==> src/rtl/yolo_sched_pkg.sv <==
// Shared definitions for the region-layer activation sequencer.
// Holds the controller state encoding, default widths and credit limit, and
// a packed element-index view {n, i, j} at the default index width.
package yolo_sched_pkg;

  localparam int unsigned DefDimW   = 8;   // width of each loop bound / index
  localparam int unsigned DefAddrW  = 16;  // width of the linear element address
  localparam int unsigned DefMaxOut = 9;   // engine pipeline depth = credit limit
  localparam int unsigned DefCntW   = 4;   // outstanding counter, 2^CntW > MaxOut

  typedef enum logic [1:0] {
    StIdle,
    StIssue,
    StDrain,
    StDone
  } state_e;

  typedef struct packed {
    logic [DefDimW-1:0] n;
    logic [DefDimW-1:0] i;
    logic [DefDimW-1:0] j;
  } elem_idx_t;

endpackage

==> src/rtl/yolo_idx_counter.sv <==
// Three-level nested wrap counter for the anchor/row/column loop nest.
// Ports:
//   clock, reset        rising-edge clock, asynchronous active-high reset
//   clear               zero all indices and the linear address
//   advance             step to the next element (j fastest, then i, then n)
//   bound_n/h/w         loop bounds, held stable while advancing
//   n, i, j             current element indices
//   addr                linear address ((n*H)+i)*W+j, wraps modulo 2^ADDR_W
//   last                current element is the final one of the nest
module yolo_idx_counter #(
  parameter int unsigned DIM_W  = 8,
  parameter int unsigned ADDR_W = 16
) (
  input  logic              clock,
  input  logic              reset,
  input  logic              clear,
  input  logic              advance,
  input  logic [DIM_W-1:0]  bound_n,
  input  logic [DIM_W-1:0]  bound_h,
  input  logic [DIM_W-1:0]  bound_w,
  output logic [DIM_W-1:0]  n,
  output logic [DIM_W-1:0]  i,
  output logic [DIM_W-1:0]  j,
  output logic [ADDR_W-1:0] addr,
  output logic              last
);

  logic [DIM_W-1:0]  n_q, n_d, i_q, i_d, j_q, j_d;
  logic [ADDR_W-1:0] addr_q, addr_d;
  logic              wrap_n, wrap_i, wrap_j;

  assign wrap_j = (j_q == bound_w - DIM_W'(1));
  assign wrap_i = (i_q == bound_h - DIM_W'(1));
  assign wrap_n = (n_q == bound_n - DIM_W'(1));

  // Address is a separate running counter rather than a product, so no multiplier.
  always_comb begin
    n_d    = n_q;
    i_d    = i_q;
    j_d    = j_q;
    addr_d = addr_q;
    if (clear) begin
      n_d    = '0;
      i_d    = '0;
      j_d    = '0;
      addr_d = '0;
    end else if (advance) begin
      addr_d = addr_q + ADDR_W'(1);
      if (wrap_j) begin
        j_d = '0;
        if (wrap_i) begin
          i_d = '0;
          n_d = n_q + DIM_W'(1);
        end else begin
          i_d = i_q + DIM_W'(1);
        end
      end else begin
        j_d = j_q + DIM_W'(1);
      end
    end
  end

  always_ff @(posedge clock or posedge reset) begin
    if (reset) begin
      n_q    <= '0;
      i_q    <= '0;
      j_q    <= '0;
      addr_q <= '0;
    end else begin
      n_q    <= n_d;
      i_q    <= i_d;
      j_q    <= j_d;
      addr_q <= addr_d;
    end
  end

  assign n    = n_q;
  assign i    = i_q;
  assign j    = j_q;
  assign addr = addr_q;
  assign last = wrap_n && wrap_i && wrap_j;

endmodule

==> src/rtl/yolo_region_sched.sv <==
// Sequencing controller for the region-layer activation datapath.
// Walks the n/i/j loop nest, issues one request per element to the pipelined
// activation engine under a credit limit, counts returned results and reports
// completion with an ap_ctrl_hs start/done/idle/ready handshake.
// Ports:
//   clock, reset                      clock, asynchronous active-high reset
//   ap_start/ap_done/ap_idle/ap_ready block-level handshake
//   cfg_n/h/w                         loop bounds, latched on an accepted start
//   req_valid/req_ready               request handshake to the engine
//   req_addr/req_n/req_i/req_j        element address and indices
//   req_last                          final element of the nest
//   rsp_valid                         engine completed one element
//   err                               sticky: response seen with nothing outstanding
module yolo_region_sched
  import yolo_sched_pkg::*;
#(
  parameter int unsigned DIM_W   = DefDimW,
  parameter int unsigned ADDR_W  = DefAddrW,
  parameter int unsigned MAX_OUT = DefMaxOut,
  parameter int unsigned CNT_W   = DefCntW
) (
  input  logic              clock,
  input  logic              reset,
  input  logic              ap_start,
  output logic              ap_done,
  output logic              ap_idle,
  output logic              ap_ready,
  input  logic [DIM_W-1:0]  cfg_n,
  input  logic [DIM_W-1:0]  cfg_h,
  input  logic [DIM_W-1:0]  cfg_w,
  output logic              req_valid,
  input  logic              req_ready,
  output logic [ADDR_W-1:0] req_addr,
  output logic [DIM_W-1:0]  req_n,
  output logic [DIM_W-1:0]  req_i,
  output logic [DIM_W-1:0]  req_j,
  output logic              req_last,
  input  logic              rsp_valid,
  output logic              err
);

  state_e           state_q, state_d;
  logic [DIM_W-1:0] bnd_n_q, bnd_h_q, bnd_w_q;
  logic [CNT_W-1:0] out_q, out_d;
  logic             err_q, err_d;
  logic             zero_q, zero_d;  // current run had an empty loop nest
  logic             take_start, accept, bound_zero;

  assign bound_zero = (cfg_n == '0) || (cfg_h == '0) || (cfg_w == '0);

  always_comb begin
    state_d    = state_q;
    out_d      = out_q;
    err_d      = err_q;
    zero_d     = zero_q;
    take_start = 1'b0;
    req_valid  = 1'b0;
    ap_ready   = 1'b0;
    unique case (state_q)
      StIdle: begin
        if (ap_start) begin
          take_start = 1'b1;
          zero_d     = bound_zero;
          state_d    = bound_zero ? StDone : StIssue;
        end
      end
      StIssue: begin
        // Credit check uses the registered count only: a response this cycle
        // frees a slot next cycle, keeping rsp_valid off the req_valid path.
        req_valid = (out_q < CNT_W'(MAX_OUT));
        if (req_valid && req_ready && req_last) begin
          ap_ready = 1'b1;
          state_d  = StDrain;
        end
      end
      StDrain: begin
        if ((out_q == '0) || ((out_q == CNT_W'(1)) && rsp_valid)) begin
          state_d = StDone;
        end
      end
      StDone: begin
        // An empty nest has no final accept, so ready pulses alongside done.
        ap_ready = zero_q;
        state_d  = StIdle;
      end
      default: state_d = StIdle;
    endcase

    accept = req_valid && req_ready;

    if (take_start) err_d = 1'b0;
    if (rsp_valid && (out_q == '0)) err_d = 1'b1;

    if (accept && !rsp_valid) begin
      out_d = out_q + CNT_W'(1);
    end else if (!accept && rsp_valid && (out_q != '0)) begin
      out_d = out_q - CNT_W'(1);
    end
  end

  always_ff @(posedge clock or posedge reset) begin
    if (reset) begin
      state_q <= StIdle;
      out_q   <= '0;
      err_q   <= 1'b0;
      zero_q  <= 1'b0;
      bnd_n_q <= '0;
      bnd_h_q <= '0;
      bnd_w_q <= '0;
    end else begin
      state_q <= state_d;
      out_q   <= out_d;
      err_q   <= err_d;
      zero_q  <= zero_d;
      if (take_start) begin
        bnd_n_q <= cfg_n;
        bnd_h_q <= cfg_h;
        bnd_w_q <= cfg_w;
      end
    end
  end

  yolo_idx_counter #(
    .DIM_W  (DIM_W),
    .ADDR_W (ADDR_W)
  ) u_idx (
    .clock   (clock),
    .reset   (reset),
    .clear   (take_start),
    .advance (accept),
    .bound_n (bnd_n_q),
    .bound_h (bnd_h_q),
    .bound_w (bnd_w_q),
    .n       (req_n),
    .i       (req_i),
    .j       (req_j),
    .addr    (req_addr),
    .last    (req_last)
  );

  assign ap_done = (state_q == StDone);
  assign ap_idle = (state_q == StIdle);
  assign err     = err_q;

endmodule

==> config.mk <==
export PLATFORM = sky130hd
export DESIGN_NAME = yolo_region_sched
export DESIGN_NICKNAME = d
export VERILOG_FILES = /design/src/rtl/yolo_sched_pkg.sv /design/src/rtl/yolo_idx_counter.sv /design/src/rtl/yolo_region_sched.sv
export SDC_FILE = /design/constraint.sdc
export NUM_CORES = 1
export LEC_CHECK = 0
export BUFFER_PORTS_ARGS = -buffer_cell sky130_fd_sc_hd__clkbuf_2
export CAP_MARGIN = 20
export CORE_MARGIN = 2
export CORE_UTILIZATION = 57
export DETAILED_ROUTE_END_ITERATION = 16
export PLACE_DENSITY = 0.82
export SLEW_MARGIN = 20
export SYNTH_ARGS = -nofsm -noshare
export SYNTH_HDL_FRONTEND = slang
export SYNTH_HIERARCHICAL = 1
export SYNTH_SLANG_ARGS = --single-unit
==> constraint.sdc <==
create_clock -name clock -period 3.3 [get_ports clock]
set_clock_uncertainty 0.05 [all_clocks]
set_input_delay 0.165 -clock clock [delete_from_list [all_inputs] [get_ports clock]]
set_output_delay 0.165 -clock clock [all_outputs]
set_load 0.01 [all_outputs]
**Yosys cells after proc, flatten, opt, wreduce, memory -nomap -nowiden**

Index checks and enable logic that the tools add are counted.

- Bits in registers: 72
- Input bits: 29
- Output and inout bits: 46
- Word-level logic and storage cells: 88

- Add/sub/neg operators: 9
- Order comparisons: 1
- Equal/unequal tests: 10
- Multiplexer cells: 27
- Reductions and logical operators: 30

Operators with widths:

| kind | count |
|---|---|
| $mux 8 | 11 |
| $mux 16 | 2 |
| $add 8x1->8 const B | 3 |
| $eq 8x8->1 | 3 |
| $logic_not 8->1 | 3 |
| $sub 8x1->8 const B | 3 |
| $add 16x1->16 const B | 1 |
| $logic_and 1x1->1 | 10 |
| $reduce_bool 2->1 | 5 |
| $mux 2 | 4 |
| $mux 4 | 2 |
| $pmux 2 s4 | 1 |
| $mux 1 | 6 |
| $ne 2x2->1 const B | 3 |
| $reduce_and 3->1 | 2 |
| $add 4x1->4 const B | 1 |
| $eq 2x2->1 const B | 2 |
| $eq 4x1->1 const B | 1 |
| $logic_not 4->1 | 1 |
| $lt 4x4->1 const B | 1 |
| $reduce_and 2->1 | 2 |
| $reduce_bool 4->1 | 1 |
| $sub 4x1->4 const B | 1 |
| $logic_or 1x1->1 | 3 |
| 4 further kinds | 5 |

**Longest topological paths before layout**

- Depth in word-level cells: 8
- Gate-level depth with buffers: 12
- Mapped depth without buffers: 12

**Cells and area by module**

The synthesis kept the hierarchy.

Modules (own cells, without submodules):

| module | times used | cells each | area an instance (µm²) | sequential area each (µm²) |
|---|---|---|---|---|
| yolo_idx_counter | 1 | 315 | 2767.7 | 1001.0 |
| yolo_region_sched | 1 | 123 | 1549.0 | 800.8 |

**Least setup slack after synthesis**

No wires, ideal clock.

- Path kind: register -> register
- Start: register bnd_w_q[0]
- End: register state_q[0]
- Library setup time: 0.087 ns
- Arrival time: 3.184 ns
- Data required time: 3.163 ns
- Path slack: -0.021 ns
- Cell stages (with the launch flop): 13
- Buffers on the path: 0
- Clock period less this slack: 3.321 ns
- Cells stage by stage: dfrtp_1 inv_1 ha_1 or3b_1 nor4_1 o32ai_1 a211oi_4 nand2_2 nor4_1 a21boi_0 a31oi_1 nand3_1 a22oi_1

- Word-level cells in the longest chain between the ends: 6

RTL lines:

| element | line | source |
|---|---|---|
| from (decl) | yolo_region_sched.sv:43 | `logic [DIM_W-1:0] bnd_n_q, bnd_h_q, bnd_w_q;` |
| from (signal assigned) | yolo_region_sched.sv:118 | `bnd_w_q <= cfg_w;` |
| $sub 8x1->8 | yolo_idx_counter.sv:32 | `assign wrap_j = (j_q == bound_w - DIM_W'(1));` |
| $eq 8x8->1 | yolo_idx_counter.sv:32 |  |
| $logic_and 1x1->1 | yolo_idx_counter.sv:81 | `assign last = wrap_n && wrap_i && wrap_j;` |
| named net req_last | yolo_region_sched.sv:37 | `output logic req_last,` |
| $logic_and 1x1->1 | yolo_region_sched.sv:71 | `if (req_valid && req_ready && req_last) begin` |
| $ne 2x2->1 (no source line) | n/a |  |
| $reduce_and 3->1 (no source line) | n/a |  |
| to (signal assigned) | yolo_region_sched.sv:103 | `state_q <= StIdle;` |
| to (signal assigned) | yolo_region_sched.sv:111 | `state_q <= state_d;` |
| to (decl) | yolo_region_sched.sv:42 | `state_e state_q, state_d;` |

The timed path passes the listed nets, and every way through them passes these cells.
A chain may end at the register's enable or synchronous reset.

**Final worst setup path**

- Start: register bnd_w_q[0]
- End: output port ap_ready

- Word-level cells in the longest chain between the ends: 6

RTL lines:

| element | line | source |
|---|---|---|
| $sub 8x1->8 | yolo_idx_counter.sv:32 |  |
| $eq 8x8->1 | yolo_idx_counter.sv:32 |  |
| $logic_and 1x1->1 | yolo_idx_counter.sv:81 |  |
| $logic_and 1x1->1 | yolo_region_sched.sv:71 |  |
| $mux 1 | yolo_region_sched.sv:71 |  |
| $pmux 1 s2 | yolo_region_sched.sv:59 | `unique case (state_q)` |
| to (decl) | yolo_region_sched.sv:27 | `output logic ap_ready,` |

Every way passes these cells.

==> flow_metrics.tcl <==
set metrics [dict create \
    fin_cells 629 \
    synth_top_family_by_area "simple AND/OR/NAND/NOR gates" \
    clock_path_buffers 2 \
    seq_area_frac_synth 0.417 \
    drtIter0Drc 249 \
    grt_pass1_wl_um 16300 \
    crit_arrival_ns 3.05 \
    num_vias 3628 \
    syn-instance-count 438 \
    yosysTopAreaCell "dfrtp_1" \
    ys_ff_latch 72 \
    die_h_um 91.0 \
    die_area_mm2 0.00829 \
    async_reset_ff_frac 1.00 \
    io_buffers 74 \
    grt_setup_unrepaired "yes" \
    hold_ws_ns 0.00670 \
    synth.area.top_cells "dfrtp_1 42%, xor2_1 6.5%, mux2_2 6.3%, xnor2_1 4.7%, ha_1 4.3%" \
    multi_input_area_mm2 0.00245 \
    period_minus_slack_ns 3.27 \
    final_area_mm2 0.00511 \
    crit_fanout 5 \
    synthSimpleGateAreaFrac 0.214 \
    clkSlewWorstSetupHoldPaths_ns 0.09 \
    power_mw 3.66 \
    gr-usage-all-layers 0.242 \
    min_period_over_period 0.991 \
    crit_chain "or4_4 > nor2_1 > nand4b_1 > a211oi_4 > nand2_2 > nor4_4 > buf_4 > a32o_1 > clkbuf_2" \
    synth_nets 482 \
    synth_edf_count 0 \
    worst_pin_slew_ns 0.493 \
    slew_headroom 0.671 \
    end_kind "output port" \
    synth_top_area_share 0.417 \
    cts_root_buf "clkbuf_8" \
    startpoint_type "flop" \
    synthXorXnorAreaFrac 0.112 \
    grt_max_degree 41 \
    drc 0 \
    grt_pass1_vias 3458 \
    wirelength_um 9850 \
    static-leakage-power_nw 2.36 \
    wl_per_cell_um 15.7 \
    ys.warnings.count 6 \
    synthTopCellsByCount "72 x dfrtp_1, 37 x nor2_1, 32 x xor2_1, 31 x nand2_1, 24 x mux2_2" \
    hold_class "in -> reg" \
    place_area_mm2 0.00484 \
    clock.fmax_ghz 0.306 \
    syn_area_per_cell_um2 9.86 \
    overflow 0 \
    hpwl_um 7160 \
    post-place-cells 610 \
    synth_compound_area_frac 0.109 \
    synthMuxAreaShare 0.0765 \
    layout-drive-gt1-share 0.281 \
    cellPowerDensity_mw_per_mm2 715 \
    drv_slew 0 \
    final_nets 569 \
    drtAntennaViolNets 0 \
    final_hold_viol_count 0 \
    gp_congestion 0.815 \
    area.growth.synth_to_final_pct 18.5 \
    cts.sinks 72 \
    cp_data_required_time_ns 3.08 \
    status "finished, final reports clean" \
    synth.distinct_cells 60 \
    initial_utilization 0.592 \
    slowest_delay_ns 0.59 \
    io_pins 75 \
    vias_per_cell 5.77 \
    synthAdderAreaFrac 0.0458 \
    syn_area_mm2 0.00432 \
    antenna_found_initial 0 \
    max_cap_viol_count 0 \
    worstSetupPathType "reg -> out" \
    dominantRegCellSynth "dfrtp_1" \
    cts_buffers 9 \
    coreArea_mm2 0.00729 \
    fillers 573 \
    die_width_um 91.0 \
    antenna_cells 0 \
    synth.most_common_cell "dfrtp_1" \
    rows 31 \
    dr.pass1.iters 4 \
    ir_drop_uv 435 \
    crit_path_top_delay_cell "or4_4" \
    cts_tree "yes" \
    clk_latency_ns 0.35 \
    htree_levels 3 \
    finalSetupViolations 0 \
    seqCellArea_mm2 0.00180 \
]
[routing by layer]
metal / up-vias / part of all wire / wire length (um) / track usage
met5: - / 0 / 0 / 0
met4: 0 / 0.0078 / 77 / 0.0985
met3: 9 / 0.049 / 487 / 0.0415
met2: 95 / 0.50 / 4910 / 0.385
met1: 1779 / 0.44 / 4370 / 0.329
li1: 1745 / - / - / -
[critical path: cells and delay by family (launching register included)]
family / cells / cell delay (ns)
and+or+nand+nor: 5 / 1.49
AOI/OAI and AO/OA: 2 / 0.49
DFF: 1 / 0.43
buffers and inverters: 2 / 0.29
[logic make-up (layout without fill, tap and decap cells)]
logic type	Yosys count	in the layout
buffers and inverters	29	121
adders and majority gates	16	16
xor gates and xnor gates	55	55
AOI/OAI and AO/OA	64	64
muxes	30	30
DFF	72	72
and+or+nand+nor	172	172
[placed cells by master (no fill, tap or decap), types with 4 or more instances in the layout]
cell      count
xnor2_1      23
nand2b_1      4
nor2_1       37
o21ai_0      19
mux2_2       24
nand3b_1      4
xor2_1       32
clkbuf_8      9
clkbuf_2     74
nand3_1      21
nor3_1       16
ha_1         14
a21oi_1      10
mux2i_1       6
buf_4        11
nand4_1      10
dfrtp_1      72
inv_1        19
or3_1         4
nand2_1      31
nor4_1        7
o31ai_1       5
and3_1        9
[stage by stage]
stage / TNS (ns) / util / worst slack (ns)
4_1_cts: 0 / 0.697 / 0.0172
3_5_place_dp: 0 / 0.664 / 0.0781
6_report: 0 / 0.701 / 0.0301
2_1_floorplan: 0 / - / 0.153
3_3_place_gp: 0 / 0.664 / 0.267
5_1_grt: -0.109 / 0.701 / -0.109
[what timing repair did]
| item | 4_1_cts | 5_1_grt |
|---|---|---|
| setup endpoints to repair | 1 | 8 |
| hold buffers | 1 | 0 |
| pin swaps | 0 | 0 |
| setup buffers | 0 | 2 |
| resized for setup | 5 | 3 |
| hold endpoints to repair | 48 | 0 |
[area by class of cell]
| type | instances | share of cell area |
|---|---|---|
| flip-flops and latches | 72 | 0.352 |
| well taps | 99 | 0.0242 |
| multi-input cells | 337 | 0.480 |
| clock buffers | 9 | 0.0242 |
| clock inverters | 7 | 0.0152 |
| repair buffers | 86 | 0.0905 |
| inverters | 19 | 0.0139 |
[state kept, by name (all words and copies together), names as in the netlist]
name,cells
out_q,4
zero_q,1
bnd_n_q,8
u_idx/n,8
u_idx/addr,16
bnd_w_q,8
state_q,2
err,1
u_idx/j,8
u_idx/i,8
bnd_h_q,8
[final timing paths]
check,cells after the start,slack [ns],to,from
worst max-delay path,9,0.03,ap_ready,bnd_w_q[0]$_DFFE_PP0P_
worst min-delay path,2,0.007,bnd_h_q[6]$_DFFE_PP0P_,cfg_h[6]
worst max register to register,10,0.20,state_q[0]$_DFFE_PP0P_,bnd_w_q[0]$_DFFE_PP0P_
worst min register to register,1,0.44,zero_q$_DFFE_PP0P_,zero_q$_DFFE_PP0P_
max in group asynchronous,4,2.32,bnd_w_q[7]$_DFFE_PP0P_,reset
min in group asynchronous,3,0.25,bnd_h_q[5]$_DFFE_PP0P_,reset
[power breakdown]
group | switching, mW | total (mW) | internal, mW
clock | 0.364 | 0.721 | 0.357
combinational | 0.809 | 1.54 | 0.731
sequential | 0.292 | 1.40 | 1.10
No activity file was read; power rests on OpenSTA's default activity.
